## config.mk

```make
export PLATFORM = sky130hd
export DESIGN_NAME = led_debug_mux
export DESIGN_NICKNAME = d
export VERILOG_FILES = /design/src/rtl/led_dbg_pkg.sv /design/src/rtl/led_scan_timer.sv /design/src/rtl/led_debug_mux.sv
export SDC_FILE = /design/constraint.sdc
export NUM_CORES = 1
export LEC_CHECK = 0
export CAP_MARGIN = 20
export CORE_UTILIZATION = 46
export DETAILED_ROUTE_END_ITERATION = 10
export HOLD_SLACK_MARGIN = 0.08
export PLACE_DENSITY = 0.69
export SYNTH_ARGS = -nofsm -noshare
export SYNTH_HDL_FRONTEND = slang
export SYNTH_SLANG_ARGS = --single-unit
```

## constraint.sdc

```tcl
create_clock -name pll0_100MHz -period 3.4 [get_ports pll0_100MHz]
set_input_delay 0.51 -clock pll0_100MHz [delete_from_list [all_inputs] [get_ports pll0_100MHz]]
set_output_delay 0.51 -clock pll0_100MHz [all_outputs]
set_load 0.03 [all_outputs]
```

## src/rtl/led_dbg_pkg.sv

```systemverilog
// Shared display-mode definitions for the LED-bar debug multiplexer.
package led_dbg_pkg;

    typedef enum logic [1:0] {
        MODE_LIVE    = 2'b00,
        MODE_CAPTURE = 2'b01,
        MODE_SCAN    = 2'b10,
        MODE_FREEZE  = 2'b11
    } mode_t;

endpackage

```

## src/rtl/led_scan_timer.sv

```systemverilog
// Auto-scan prescaler and channel index; idx advances once every SCAN_DIV enabled cycles.
module led_scan_timer #(
    parameter int NCH      = 4,
    parameter int SELW     = $clog2(NCH),
    parameter int SCAN_DIV = 25_000_000
) (
    input  logic            clock,
    input  logic            reset,
    input  logic            enable,
    input  logic            load,
    input  logic [SELW-1:0] loadIdx,
    output logic [SELW-1:0] idx
);

    localparam int PW = (SCAN_DIV > 2) ? $clog2(SCAN_DIV) : 1;

    logic [PW-1:0] prescaler;
    logic          lastTick;

    assign lastTick = (prescaler == PW'(SCAN_DIV - 1));

    // A load restarts the dwell from zero so the first channel gets a full period.
    always_ff @(posedge clock or posedge reset) begin
        if (reset) begin
            prescaler <= '0;
            idx       <= '0;
        end else if (load) begin
            prescaler <= '0;
            idx       <= loadIdx;
        end else if (enable) begin
            if (lastTick) begin
                prescaler <= '0;
                idx       <= (idx == SELW'(NCH - 1)) ? '0 : idx + SELW'(1);
            end else begin
                prescaler <= prescaler + PW'(1);
            end
        end
    end

endmodule

```

## src/rtl/led_debug_mux.sv

```systemverilog
// Drives the SBC LED bar from one of NCH internal buses: live, captured, auto-scanned or frozen.
module led_debug_mux
    import led_dbg_pkg::*;
#(
    parameter int WIDTH    = 8,
    parameter int NCH      = 4,
    parameter int SELW     = $clog2(NCH),
    parameter int SCAN_DIV = 25_000_000,
    parameter bit INVERT   = 1'b1
) (
    input  logic                 pll0_100MHz,
    input  logic                 reset,
    input  logic [NCH*WIDTH-1:0] chData,
    input  logic [NCH-1:0]       chStrobe,
    input  logic [SELW-1:0]      sw,
    input  logic [1:0]           mode,
    output logic [WIDTH-1:0]     LEDoutData,
    output logic [SELW-1:0]      curCh
);

    mode_t            modeCur;
    mode_t            prevMode;
    logic [SELW-1:0]  sel;
    logic [SELW-1:0]  scanIdx;
    logic [SELW-1:0]  showIdx;
    logic [WIDTH-1:0] d;
    logic             hold;
    logic             enterScan;
    logic [WIDTH-1:0] liveCh [NCH];
    logic [WIDTH-1:0] cap    [NCH];

    assign modeCur   = mode_t'(mode);
    assign enterScan = (modeCur == MODE_SCAN) && (prevMode != MODE_SCAN);

    // Out-of-range switch settings fall back to the last channel.
    assign sel = (int'(sw) < NCH) ? sw : SELW'(NCH - 1);

    always_comb begin
        for (int i = 0; i < NCH; i++) begin
            liveCh[i] = chData[i*WIDTH +: WIDTH];
        end
    end

    // Strobes are honoured in every mode so FREEZE can still collect fresh snapshots.
    always_ff @(posedge pll0_100MHz or posedge reset) begin
        if (reset) begin
            for (int i = 0; i < NCH; i++) begin
                cap[i] <= '0;
            end
        end else begin
            for (int i = 0; i < NCH; i++) begin
                if (chStrobe[i]) begin
                    cap[i] <= chData[i*WIDTH +: WIDTH];
                end
            end
        end
    end

    always_ff @(posedge pll0_100MHz or posedge reset) begin
        if (reset) begin
            prevMode <= MODE_LIVE;
        end else begin
            prevMode <= modeCur;
        end
    end

    led_scan_timer #(
        .NCH      (NCH),
        .SELW     (SELW),
        .SCAN_DIV (SCAN_DIV)
    ) scanTimer (
        .clock   (pll0_100MHz),
        .reset   (reset),
        .enable  (modeCur == MODE_SCAN),
        .load    (enterScan),
        .loadIdx (sel),
        .idx     (scanIdx)
    );

    always_comb begin
        d       = '0;
        showIdx = sel;
        hold    = 1'b0;
        case (modeCur)
            MODE_LIVE: begin
                d       = liveCh[sel];
                showIdx = sel;
            end
            MODE_CAPTURE: begin
                d       = cap[sel];
                showIdx = sel;
            end
            MODE_SCAN: begin
                d       = cap[scanIdx];
                showIdx = scanIdx;
            end
            MODE_FREEZE: begin
                hold    = 1'b1;
            end
            default: begin
                hold    = 1'b1;
            end
        endcase
    end

    // Reset leaves every LED dark regardless of drive polarity.
    always_ff @(posedge pll0_100MHz or posedge reset) begin
        if (reset) begin
            LEDoutData <= INVERT ? '1 : '0;
            curCh      <= '0;
        end else if (!hold) begin
            LEDoutData <= INVERT ? ~d : d;
            curCh      <= showIdx;
        end
    end

endmodule

```

==> results of run 1 <==
==> cell type report <==
class | instances | area share [%]
clock inverters | 6 | 0.9159
well taps | 105 | 2.829
clock buffers | 10 | 2.963
multi-input cells | 228 | 42.27
flip-flops and latches | 71 | 38.47
inverters | 4 | 0.3233
repair buffers | 57 | 12.23
==> layout by cell type (no fill, tap or decap), drive strengths merged, types with 2 or more instances in the layout <==
cell,instances
xor2,11
dfrtp,63
clkdlybuf4s50,51
clkbuf,10
mux2i,4
nor2b,3
ha,2
or3,3
and3,6
nor4,3
a21oi,7
mux4,24
dfstp,8
buf,6
clkinv,2
mux2,40
nand4,7
o311ai,4
clkinvlp,2
nor2,21
nor3,3
nand2b,2
o21ai,20
and4,3
inv,6
nand2,33
nand3,19
xnor2,3
or2,2
==> kinds of logic after synthesis <==
| family | after synthesis | share of synthesized area, % |
|---|---|---|
| AO/OA/AOI/OAI | 35 | 5.539 |
| XOR/XNOR | 14 | 3.175 |
| adder cells (fa/ha/maj) | 2 | 0.6478 |
| buffers and inverters | 23 | 2.915 |
| flip-flops | 71 | 46.26 |
| multiplexers | 68 | 26.69 |
| AND/OR/NAND/NOR | 109 | 14.77 |
==> final timing paths <==
kind,to,slack [ns]
max in group asynchronous,LEDoutData[0],2.50
max reg2reg,scanTimer.prescaler[22],1.25
min reg2reg,cap[8],0.53
min,cap[8],0.53
max,LEDoutData[2],1.16
min in group asynchronous,scanTimer.prescaler[16],0.55
==> critical path, stage by stage <==
cell and delay (ns):
clkdlybuf4s50_1 0.96, mux4_2 0.59, mux2_2 0.26, o21ai_0 0.19
==> registers in the layout, indices dropped and copies added, names as in the netlist <==
signal,flops
cap,32
scanTimer.idx,2
LEDoutData,8
curCh,2
scanTimer.prescaler,25
prevMode,2
==> metrics by stage <==
step / util (%) / cell area [sq um]
2_1_floorplan: - / 3862
3_3_place_gp: 54.61 / 4464
3_5_place_dp: 54.61 / 4464
4_1_cts: 56.81 / 4644
5_1_grt: 56.81 / 4644
6_report: 56.81 / 4644
==> routing by layer <==
layer  routed length [um]  track usage [%]
met1                 3577            27.32
met2                 4181            36.09
met3                  295            5.610
met4                   98            5.641
met5                    0                0
==> power by group <==
part           switching [uW]  leakage (uW)  total [uW]  internal (uW)
Clock                     338     0.0000891         625            287
Combinational             166      0.000865         397            231
Sequential               79.7      0.000868        1010            929
Total                     583       0.00182        2030           1450
==> metrics.md, run 1 <==
| Metric | Value |
|---|---|
| Outcome | `completed` |
| Worst hold slack | `0.5313 ns` |
| Setup crit start kind | `input port` |
| CTS-repair resized insts | `0` |
| Crit path kind | `in2reg` |
| Final Hold Vio Count | `0` |
| Initial Util | `a little under half` |
| First-pass GRT wire length | `14.08 mm` |
| Highest clock rate | `446.3 MHz` |
| Synth cell count leaders | `dfrtp_1 (63), mux2_2 (40), nand2_1 (33)` |
| Final min period | `2.241 ns` |
| Worst Slack Setup Final | `1.159 ns` |
| Relative slew slack | `49.78%` |
| CTS Buffer Depth | `2` |
| Count leader, synth | `dfrtp_1` |
| Largest fanout on the critical path | `12` |
| Clock transition at the registers of the reported paths | `0.08 ns` |
| GR Overflow Total | `0` |
| Final Max Slew Viols | `0` |
| Drt pass-1 iters | `4` |
| Area of the multi-input gates | `roughly 2000 sq um` |
| Top cell type's share of synthesized area | `40.82%` |
| Antenna violations before repair | `0` |
| RSZ-0062 raised after global routing | `false` |
| Post-Syn Instances | `322` |
| Final Skew | `0.01738 ns` |
| Largest area contributor in the netlist | `dfrtp_1` |
| Crit. End Element | `flip-flop` |
| Detailed placement HPWL | `5.595 mm` |
| Post-CTS setup buffer count | `0` |
| RePlAce Congestion | `0.7938` |
| Worst r2r src | `scanTimer.prescaler[7]` |
| Drt total wl | `8.152 mm` |
| R2R cell count | `5` |
| Seq/Total Area, Yosys | `a little under half` |
| Syn Std Cell Area | `3862 sq um` |
| Area Growth Syn to Fin | `20.25%` |
| Residual DRC | `0` |
| Core area | `~8000 sq um` |
| CTS root buf | `clkbuf_8` |
| Vias in the first global route | `2856` |
| Die area | `8768 sq um` |
| Power Total | `2030 uW` |
| CTS tree | `built` |
| Fillers | `705` |
| Antenna Violating Nets Remaining | `0` |
| Setup violators final | `0` |
| P_leak | `0.001822 uW` |
| Max_cap viols | `0` |
| Final setup TNS | `0 ns` |
| Power per Cell Area | `around 440 nW/um^2` |
| Tcrit/Tclk final | `65.90%` |
| Min-Delay Startpoint | `cap[8]` |
| Cells after DPL | `465` |
| Die Ht | `93.64 um` |
| Worst EP arrival | `~2.5 ns` |
| Register Area | `1787 sq um` |
| EDFF count, synth | `0` |
| Asr flop ratio synth | `100.0%` |
| Worst Setup SP | `sw[1]` |
| Largest net degree at the start of global routing | `between 70 and 80` |
| Cell variety after synth | `41` |
| CTS Hold Bufs | `0` |
| Post-Layout Cell Count | `481` |
| GRT Util Overall | `roughly a fifth` |
| Num CTS Buffers | `9` |
| Worst-margin pin slew | `between 0.7 and 0.8 ns` |
| Avg Cell Area, Syn | `roughly 12 sq um` |
| Layout cells sized above 1 | `between 20% and 30%` |
| Hold Path Class | `reg2reg` |
| Initial DRC count | `120` |
| Clock H-tree levels | `3` |
| Worst-Skew Late Latency | `0.35 ns` |
| Nets | `415` |
| Placement Setup Slack | `0.7337 ns` |
| Worst Path Required | `3.67 ns` |
| # port buffers | `a little over 50` |
| CTS Sinks | `71` |
| IO Pins | `52` |
| FF+latch count, synth | `71` |
| Row cnt | `33` |
| YS warnings | `0` |
| Top cells by area, synth | `dfrtp_1 (41%), mux4_2 (14%), mux2_2 (12%)` |
| Avg WL per Cell | `16.95 um` |
| Via count | `~2700` |
| Vias per inst | `5.659` |
| WHS Path Cells | `1` |
| Top FF cell, synth | `dfrtp_1` |
| Synth Net Count | `366` |
| Peak VDD IR | `~0.00033 V` |
| Antenna cells | `0` |
| Die W | `93.64 um` |
(Power assumes the default switching activity.)
==> inputs of run 2 (changes only) <==
--- a/config.mk
+++ b/config.mk
@@ -9,7 +9,7 @@
 export CORE_UTILIZATION = 46
 export DETAILED_ROUTE_END_ITERATION = 10
 export HOLD_SLACK_MARGIN = 0.08
-export PLACE_DENSITY = 0.69
+export PLACE_DENSITY = 0.71
 export SYNTH_ARGS = -nofsm -noshare
 export SYNTH_HDL_FRONTEND = slang
 export SYNTH_SLANG_ARGS = --single-unit
==> constraint.sdc (replaced) <==
create_clock -name pll0_100MHz -period 1.9 [get_ports pll0_100MHz]
set_input_delay 0.285 -clock pll0_100MHz [delete_from_list [all_inputs] [get_ports pll0_100MHz]]
set_output_delay 0.285 -clock pll0_100MHz [all_outputs]
set_load 0.03 [all_outputs]
==> run 2 against run 1 <==
Count of clock-buffer cells in the layout is 3 higher. Flip-flop and latch count unchanged. Final area rose by 6.7%. First-iteration DRC count increased by 19%. Global-route usage down 0.069 points. Critical path type is now reg2reg.
==> metrics.md, run 2 (synthesis gave the netlist of run 1 again) <==
| Metric | Value |
|---|---|
| Worst Slack Setup Final | `0.04655 ns (-1.113 ns)` |
| Crit path kind | `reg2reg` |
| Worst Path Required | `2.13 ns (-1.54 ns)` |
| Detailed placement HPWL | `5.769 mm (+3.1%)` |
| Layout cells sized above 1 | `33.66% (+6.0 points)` |
| CTS Hold Bufs | `0 (unchanged)` |
| RSZ-0062 raised after global routing | `true` |
| Drt total wl | `8.374 mm (+2.7%)` |
| Antenna cells | `0 (unchanged)` |
| Setup crit start kind | `flip-flop` |
| Switching part of the total | `26.25% (-2.5 points)` |
| Pint | `2844 uW (+97%)` |
| Core area | `8175 sq um (unchanged)` |
| Biggest regs | `cap x32, scanTimer.prescaler x25, LEDoutData x8` |
| Relative slew slack | `72.58% (+23 points)` |
| Tcrit/Tclk final | `97.55%` |
| P_leak | `0.001991 uW (+9.3%)` |
| Sw power | `1012 uW (+74%)` |
| Clock H-tree levels | `3 (unchanged)` |
| Placement Setup Slack | `-0.08121 ns (-0.8149 ns)` |
| Outcome | `completed` |
| Final Max Slew Viols | `0 (unchanged)` |
| Largest net degree at the start of global routing | `72 (unchanged)` |
| Worst EP arrival | `2.08 ns (-0.43 ns)` |
| Max_cap viols | `0 (unchanged)` |
| Worst-Skew Late Latency | `0.34 ns (about the same)` |
| Antenna violations before repair | `0 (unchanged)` |
| Antenna Violating Nets Remaining | `0 (unchanged)` |
| Final Hold Vio Count | `0 (unchanged)` |
| Commonest non-fill, non-tap cell in the layout | `dfrtp_1` |
| Final Skew | `0.006840 ns (-0.01054 ns)` |
| Power per Cell Area | `778.5 nW/um^2 (+78%)` |
| Worst r2r src | `scanTimer.prescaler[7]` |
| Commonest non-fill, non-tap cells in the layout | `dfrtp_1 (63), clkdlybuf4s50_1 (51), mux2_2 (40), nand2_1 (33), buf_4 (30)` |
| Hold Path Class | `in2async` |
| Crit. End Element | `flip-flop` |
| Worst Setup SP | `scanTimer.prescaler[7]` |
| Final setup TNS | `0 ns (unchanged)` |
| CTS Sinks | `71 (unchanged)` |
| Power Total | `3856 uW (+90%)` |
| Via count | `2823 (+3.7%)` |
| Setup violators final | `0 (unchanged)` |
| Final min period | `1.853 ns` |
| # port buffers | `51 (unchanged)` |
| Residual DRC | `0 (unchanged)` |
| Die W | `93.64 um (unchanged)` |
| Die area | `8768 sq um (unchanged)` |
| Nets | `443 (+6.7%)` |
| Drt pass-1 iters | `4 (unchanged)` |
| IO Pins | `52 (unchanged)` |
| Row cnt | `33 (unchanged)` |
| GRT Util Overall | `21.32% (-0.069 points)` |
| Vias per inst | `5.546 (-2.0%)` |
| Seq pwr share | `45.4% (-4.3 points)` |
| Initial DRC count | `143 (+19%)` |
| Fillers | `658 (-6.7%)` |
| Avg WL per Cell | `16.45 um (-2.9%)` |
| Peak VDD IR | `0.0005594 V (+70%)` |
| Num CTS Buffers | `9 (unchanged)` |
| Combinational fraction of design power | `21.6% (+2.1 points)` |
| Clock transition at the registers of the reported paths | `0.08 ns (about the same)` |
| Largest fanout on the critical path | `14 (+2)` |
| Largest register FFs | `32 (unchanged)` |
| CTS tree | `built` |
| Vias in the first global route | `2922 (+2.3%)` |
| Final core utilization | `60.59% (+3.8 points)` |
| Worst-margin pin slew | `0.4104 ns (-0.3405 ns)` |
| Die Ht | `93.64 um (unchanged)` |
| Clk pwr share | `33.0% (+2.2 points)` |
| Area Growth Syn to Fin | `28.25%` |
| CTS Buffer Depth | `2 (unchanged)` |
| GR Overflow Total | `0 (unchanged)` |
| First-pass GRT wire length | `14.22 mm (+1.0%)` |
| Initial Util | `47.25% (unchanged)` |
| Highest clock rate | `~540 MHz` |
| RePlAce Congestion | `0.7886 (-0.66%)` |
| CTS root buf | `clkbuf_8` |
| Largest Register | `cap` |
run 2: cell count changes in the layout (fill, tap and decap cells not counted), sizes merged:
cell      change
bufinv        +1
clkbuf        +3
buf          +28
clkinvlp      -1
inv           -3
run 2: through the flow:
step                instance area (sq um)  instances  hold WS, ns
floorplan                            3867        322       0.3164
global placement                     4701        491       0.5078
detailed placement                   4701        491       0.5156
CTS                                  4917        508       0.4060
global route                         4954        509       0.4408
finish                               4954        509       0.3975
run 2: worst paths after layout:
check                                          endpoint  slack [ns]  cells past startpoint
worst max-delay path            scanTimer.prescaler[15]        0.05                      7
worst min-delay path            scanTimer.prescaler[17]        0.40                      3
worst max register to register  scanTimer.prescaler[15]        0.05                      7
worst min register to register                  cap[22]        0.53                      1
max in group asynchronous                 LEDoutData[6]        1.18                      3
min in group pll0_100MHz                        cap[22]        0.53                      1
run 2: power by group through the flow:
stage | sequential, uW | clock [uW] | combinational (uW)
CTS | 1750 | 1300 | 843
finish | 1750 | 1270 | 834
global placement | 1770 | 0 | 815
detailed placement | 1780 | 0 | 835
floorplan | 1840 | 0 | 449
global route | 1770 | 1360 | 905
run 2: layout make-up:
| type | count | area, sq um | area share [%] |
|---|---|---|---|
| Tap cell | 105 | 131.4 | 2.652 |
| Timing Repair Buffer | 85 | 815.8 | 16.47 |
| Clock buffer | 13 | 168.9 | 3.410 |
| Inverter | 4 | 18.77 | 0.3789 |
| Clock inverter | 3 | 40.04 | 0.8083 |
| Sequential cell | 71 | 1787 | 36.07 |
| Multi-Input combinational cell | 228 | 1992 | 40.21 |
run 2: timing repair:
| action | CTS | global route |
|---|---|---|
| gates resized for setup | 0 | 6 |
| setup buffers | 1 | 1 |
| setup endpoints to repair | 2 | 19 |
| pin swaps | 0 | 2 |
| endpoints found under the hold margin | 0 | 0 |
run 2: metal layers:
metal | global-route usage, % | part of all wire [%] | vias up
li1 | - | - | 1336
met1 | 27.34 | 44 | 1415
met2 | 36.52 | 51 | 65
met3 | 4.553 | 3.9 | 7
met4 | 5.897 | 0.98 | 0
met5 | 0 | 0 | -
run 2: worst max-delay path, stage by stage, from the launching register on:
cell,delay [ns]
dfrtp_1,0.38
or4_4,0.56
nor4_4,0.17
buf_4,0.17
a31oi_4,0.13
nor2_4,0.13
buf_12,0.14
nor2_1,0.05
